==> src/rtl/lcd_text_buffer_arb.sv <==
// 2x16 character buffer shared by two round-robin writers and a hardware clear
// sequencer; read side is a combinational port for the SC1602 4-bit driver.
module lcd_text_buffer_arb #(
  parameter logic [7:0] FILL_CHAR = 8'h20
) (
  input  logic       clk,
  input  logic       resetn,
  input  logic       wr_req_a,
  input  logic [4:0] wr_addr_a,
  input  logic [7:0] wr_data_a,
  output logic       wr_ack_a,
  input  logic       wr_req_b,
  input  logic [4:0] wr_addr_b,
  input  logic [7:0] wr_data_b,
  output logic       wr_ack_b,
  input  logic       clr_start,
  output logic       clr_done,
  output logic       busy,
  input  logic [7:0] lcd_addr,
  input  logic       lcd_rd,
  output logic [7:0] lcd_data
);

  // state   | meaning
  // S_IDLE  | arbitrate: pending clear first, then writers
  // S_ACK   | one-cycle ack of the write committed on entry
  // S_CLEAR | write FILL_CHAR to one entry per cycle, index 0..31
  typedef enum logic [1:0] {S_IDLE, S_ACK, S_CLEAR} state_t;

  state_t     state, state_nxt;
  logic [7:0] mem [32];
  logic [4:0] clr_idx, clr_idx_nxt;
  logic       last_b, last_b_nxt;
  logic       clr_pend, clr_pend_nxt;
  logic       grant_b;
  logic       we;
  logic [4:0] waddr;
  logic [7:0] wdata;
  logic       ack_a_nxt, ack_b_nxt, done_nxt;
  logic       unused_rd;

  // Reads do not depend on the strobe; the driver only needs stable data.
  assign unused_rd = lcd_rd;

  always_comb begin
    state_nxt    = state;
    clr_idx_nxt  = clr_idx;
    last_b_nxt   = last_b;
    clr_pend_nxt = clr_pend;
    grant_b      = 1'b0;
    we           = 1'b0;
    waddr        = wr_addr_a;
    wdata        = wr_data_a;
    ack_a_nxt    = 1'b0;
    ack_b_nxt    = 1'b0;
    done_nxt     = 1'b0;
    case (state)
      S_IDLE: begin
        if (clr_pend || clr_start) begin
          state_nxt    = S_CLEAR;
          clr_idx_nxt  = 5'd0;
          clr_pend_nxt = 1'b0;
        end else if (wr_req_a || wr_req_b) begin
          // on a tie, the requester not granted last time wins
          grant_b    = wr_req_b && (!wr_req_a || !last_b);
          we         = 1'b1;
          waddr      = grant_b ? wr_addr_b : wr_addr_a;
          wdata      = grant_b ? wr_data_b : wr_data_a;
          last_b_nxt = grant_b;
          ack_a_nxt  = !grant_b;
          ack_b_nxt  = grant_b;
          state_nxt  = S_ACK;
        end
      end
      S_ACK: begin
        state_nxt = S_IDLE;
        if (clr_start) clr_pend_nxt = 1'b1;
      end
      S_CLEAR: begin
        we          = 1'b1;
        waddr       = clr_idx;
        wdata       = FILL_CHAR;
        clr_idx_nxt = clr_idx + 5'd1;
        if (clr_idx == 5'd31) begin
          state_nxt = S_IDLE;
          done_nxt  = 1'b1;
        end
      end
      default: state_nxt = S_IDLE;
    endcase
  end

  always_ff @(posedge clk or negedge resetn) begin
    if (!resetn) begin
      state    <= S_IDLE;
      clr_idx  <= 5'd0;
      last_b   <= 1'b1;
      clr_pend <= 1'b0;
      wr_ack_a <= 1'b0;
      wr_ack_b <= 1'b0;
      clr_done <= 1'b0;
      busy     <= 1'b0;
    end else begin
      state    <= state_nxt;
      clr_idx  <= clr_idx_nxt;
      last_b   <= last_b_nxt;
      clr_pend <= clr_pend_nxt;
      wr_ack_a <= ack_a_nxt;
      wr_ack_b <= ack_b_nxt;
      clr_done <= done_nxt;
      busy     <= (state_nxt != S_IDLE);
    end
  end

  always_ff @(posedge clk or negedge resetn) begin
    if (!resetn) begin
      for (int i = 0; i < 32; i++) mem[i] <= FILL_CHAR;
    end else if (we) begin
      mem[waddr] <= wdata;
    end
  end

  // DDRAM-style address: bit6 = line, [3:0] = column; anything else shows blank
  assign lcd_data = (lcd_addr[7] || lcd_addr[5] || lcd_addr[4]) ? FILL_CHAR
                  : mem[{lcd_addr[6], lcd_addr[3:0]}];

endmodule
==> config.mk <==
export PLATFORM = sky130hd
export DESIGN_NAME = lcd_text_buffer_arb
export DESIGN_NICKNAME = d
export VERILOG_FILES = /design/src/rtl/lcd_text_buffer_arb.sv
export SDC_FILE = /design/constraint.sdc
export NUM_CORES = 1
export LEC_CHECK = 0
export ABC_AREA = 1
export ABC_CLOCK_PERIOD_IN_PS = 5250
export CORE_ASPECT_RATIO = 0.7
export CORE_MARGIN = 1
export CORE_UTILIZATION = 34
export DETAILED_ROUTE_END_ITERATION = 12
export SYNTH_ARGS = -nofsm -noshare
export SYNTH_HDL_FRONTEND = slang
export SYNTH_SLANG_ARGS = --single-unit
==> constraint.sdc <==
create_clock -name clk -period 5.25 [get_ports clk]
set_input_delay 1.05 -clock clk [delete_from_list [all_inputs] [get_ports clk]]
set_output_delay 1.05 -clock clk [all_outputs]
set_load 0.005 [all_outputs]
==> impl_results.md <==
- Dominant cell type by area after synthesis: dfrtp_1
- Critical register-to-register path endpoint: mem[39]$_DFFE_PN0P_
- Top cell type's share of synthesized area: 43.0%
- # hold bufs at CTS: 0
- Drt pass-1 iters: 6
- Setup Viol. Count Final: 0
- Clk_lat worst skew: 0.55 ns
- Final period util: 84.0%
- Syn Area/Cell: 7.39 um2
- Initial Util: 34.5%
- Most frequent cells in the layout: nand2_1, nand3_1, dfrtp_1, nor2_1, o21ai_0
- CP Capture Type: output pin
- Post-route antenna net violation count: 0
- Family with the most delay on the worst path: buffers and inverters
- MaxCap Viol Count: 0
- First-pass GRT wire length: 70200 um
- Max FO, Critical Path: 30
- Clk_skew: 0.00923 ns
- Setup repair bufs after CTS: 0
- Share of cells above drive strength 1: 9.57%
- Routed wire length: 43800 um
- FF-to-FF setup slack: 2.05 ns
- Total die area: 41200 um2
- Final Hold Viols: 0
- Design Power: 8300 uW
- Critical Path End: lcd_data[0]
- CP max stage delay: 0.52 ns
- WP data required: 4.20 ns
- Synth Register Bits: 269
- Leak: 0.00778 uW
- Initial antenna violation count: 0
- Hold Crit Class: flop to flop
- Peak VDD IR: 0.268 mV
- Arrival time at the worst endpoint: 3.36 ns
- RR Startpoint: state[0]$_DFF_PN0_
- Crit path cell chain: buf_4 > inv_4 > buf_4 > nor2_1 > o21ai_0 > nor2_1 > nor2_1 > nor2_1 > nor2_1 > clkdlybuf4s50_1
- Setup TNS: 0 ns
- Status: finished clean
- Post-synthesis sequential area ratio: 49.3%
- Syn. warnings: 0
- Antenna cells: 0
- Std-Cell Rows: 61
- Area of the multi-input gates: 6350 um2
- Placer Congestion: 0.857
- Largest net degree at the start of global routing: 129
- Top Ports: 52
- Crit-path slowest cell: clkdlybuf4s50_1
- Residual DRC: 0
- Top Layer Used: met4
- Crit. Startpoint: lcd_addr[0]
- CTS Root Cell: clkbuf_16
- M1 wire length: 20700 um
- Chip Height: 170 um
- DIE WIDTH: 242 um
- Initial drt markers: 1408
- Commonest non-fill, non-tap cell in the layout: nand2_1
- Unrepaired setup endpoints after global routing: no
- Final core occ: 39.5%
- Clock sink count: 269
- Vias in the first global route: 12000
- Yosys cell types: 33
- WS Path Type: input pin to output pin
- Nets: 1902
- Most frequent CP cell: nor2_1
- H-tree depth: 1
- Rel. slew slack: 43.7%
- R2r worst-path depth: 9
- Net Count, Synth: 1901
- Met2 wire len: 18700 um
- P&R area growth vs syn: 14.4%
- Core area: 39800 um2
- Gr ovfl total: 0
- # fillers: 4140
- Reg area: 6770 um2
- Synthesized instance count: 1859
- Final HPWL DP: 26700 um
- Netlist Area Pre-Place: 13700 um2
- Reg clk slew, reported paths: 0.06 ns
- Post-CTS sizing: 0
- Port-buffer cells: 50
- Tmin final: 4.41 ns
- Met3 routed WL: 3530 um
- Power density cells: 529 nW/um2
- TritonCTS Buffers: 27
- Max Fclk: 0.227 GHz
- Stages on the worst setup path: 10
- Final Max Tran Viols: 0
- Crit start category: input pin
- DR vias: 12600
- GRT Overall Usage: 21.5%
- Buf/Inv on CP: 4
- Worst-Margin Slew: 0.841 ns
- CTS tree: yes
- Routed len/inst: 18.1 um
- Max Buffers Root-to-Sink: 3
- Vias/cell: 5.24
- Top cells by area in the synthesized netlist: dfrtp_1, nand2_1, nand3_1
-- worst min path at each step --
stage,startpoint,endpoint,cells past startpoint
3_3_place_gp,mem[181]$_DFFE_PN1P_,mem[181]$_DFFE_PN1P_,2
2_1_floorplan,mem[136]$_DFFE_PN0P_,mem[136]$_DFFE_PN0P_,2
5_1_grt,mem[77]$_DFFE_PN1P_,mem[77]$_DFFE_PN1P_,2
3_5_place_dp,mem[181]$_DFFE_PN1P_,mem[181]$_DFFE_PN1P_,2
4_1_cts,mem[181]$_DFFE_PN1P_,mem[181]$_DFFE_PN1P_,2
6_report,mem[13]$_DFFE_PN1P_,mem[13]$_DFFE_PN1P_,2
-- cell type report --
cell class                      count  area share, %
Sequential cell                   269           43.1
Inverter                           37          0.916
Timing Repair Buffer               90           5.32
Clock inverter                      4          0.446
Clock buffer                       45           5.50
Tap cell                          535           4.26
Multi-Input combinational cell   1435           40.4
-- layer usage --
metal	up-vias	global-route usage (%)
met4	0	4.38
met1	6110	32.6
met2	507	31.5
li1	5975	-
met3	57	3.97
met5	-	0
-- sequential cells by signal, summed over array words and instances, names as in the netlist --
signal    count
mem         256
wr_ack_b      1
state         2
busy          1
wr_ack_a      1
last_b        1
clr_pend      1
clr_done      1
clr_idx       5
-- power breakdown --
part / switching, uW / internal [uW] / leakage, uW / total [uW]
Sequential: 390 / 2870 / 0.00355 / 3260
Clock: 849 / 1210 / 0.000462 / 2060
Combinational: 2190 / 797 / 0.00377 / 2990
Total: 3430 / 4880 / 0.00778 / 8300
-- kinds of logic (layout without fill, tap and decap cells) --
logic type               after synthesis  after routing  share of synthesized area (%)
AND/OR/NAND/NOR                     1277           1277                           39.3
adder cells (fa/ha/maj)                2              2                          0.182
flip-flops                           269            269                           49.3
XOR/XNOR                               1              1                         0.0638
AO/OA/AOI/OAI                        155            155                           6.08
buffers and inverters                155            176                           5.01
-- synth_stat cells (all sizes together) --
master,number
clkbuf,61
o211ai,8
o221ai,2
clkinv,1
nand4,4
or2,2
o22ai,10
nor3,9
nand2,847
o31ai,6
dfrtp,236
dfstp,33
o21ai,100
nor2,125
ha,2
xor2,1
inv,36
buf,57
nand3,290
a21oi,29
-- per-stage QoR --
| step | worst slack [ns] | hold slack (ns) | cell area, um2 | std cells |
|---|---|---|---|---|
| after global routing | 0.686 | 0.472 | 15700 | 2415 |
| after floorplan | 1.99 | 0.437 | 13700 | 1859 |
| after CTS | 0.896 | 0.462 | 15700 | 2415 |
| after global placement | 0.912 | 0.449 | 14800 | 2366 |
| after detailed placement | 0.899 | 0.452 | 14800 | 2366 |
| final | 0.842 | 0.462 | 15700 | 2415 |
-- worst register-to-register path: stages (launching register included) --
cell and delay [ns]:
dfrtp_1 0.50, nor2_2 0.43, nand3_1 0.32, nand2_1 0.27, nand3_1 0.10, buf_4 0.25
inv_2 0.55, nand2_1 0.47, nand2_1 0.15, nand2_1 0.07
Power figures use the tool's default switching activity.
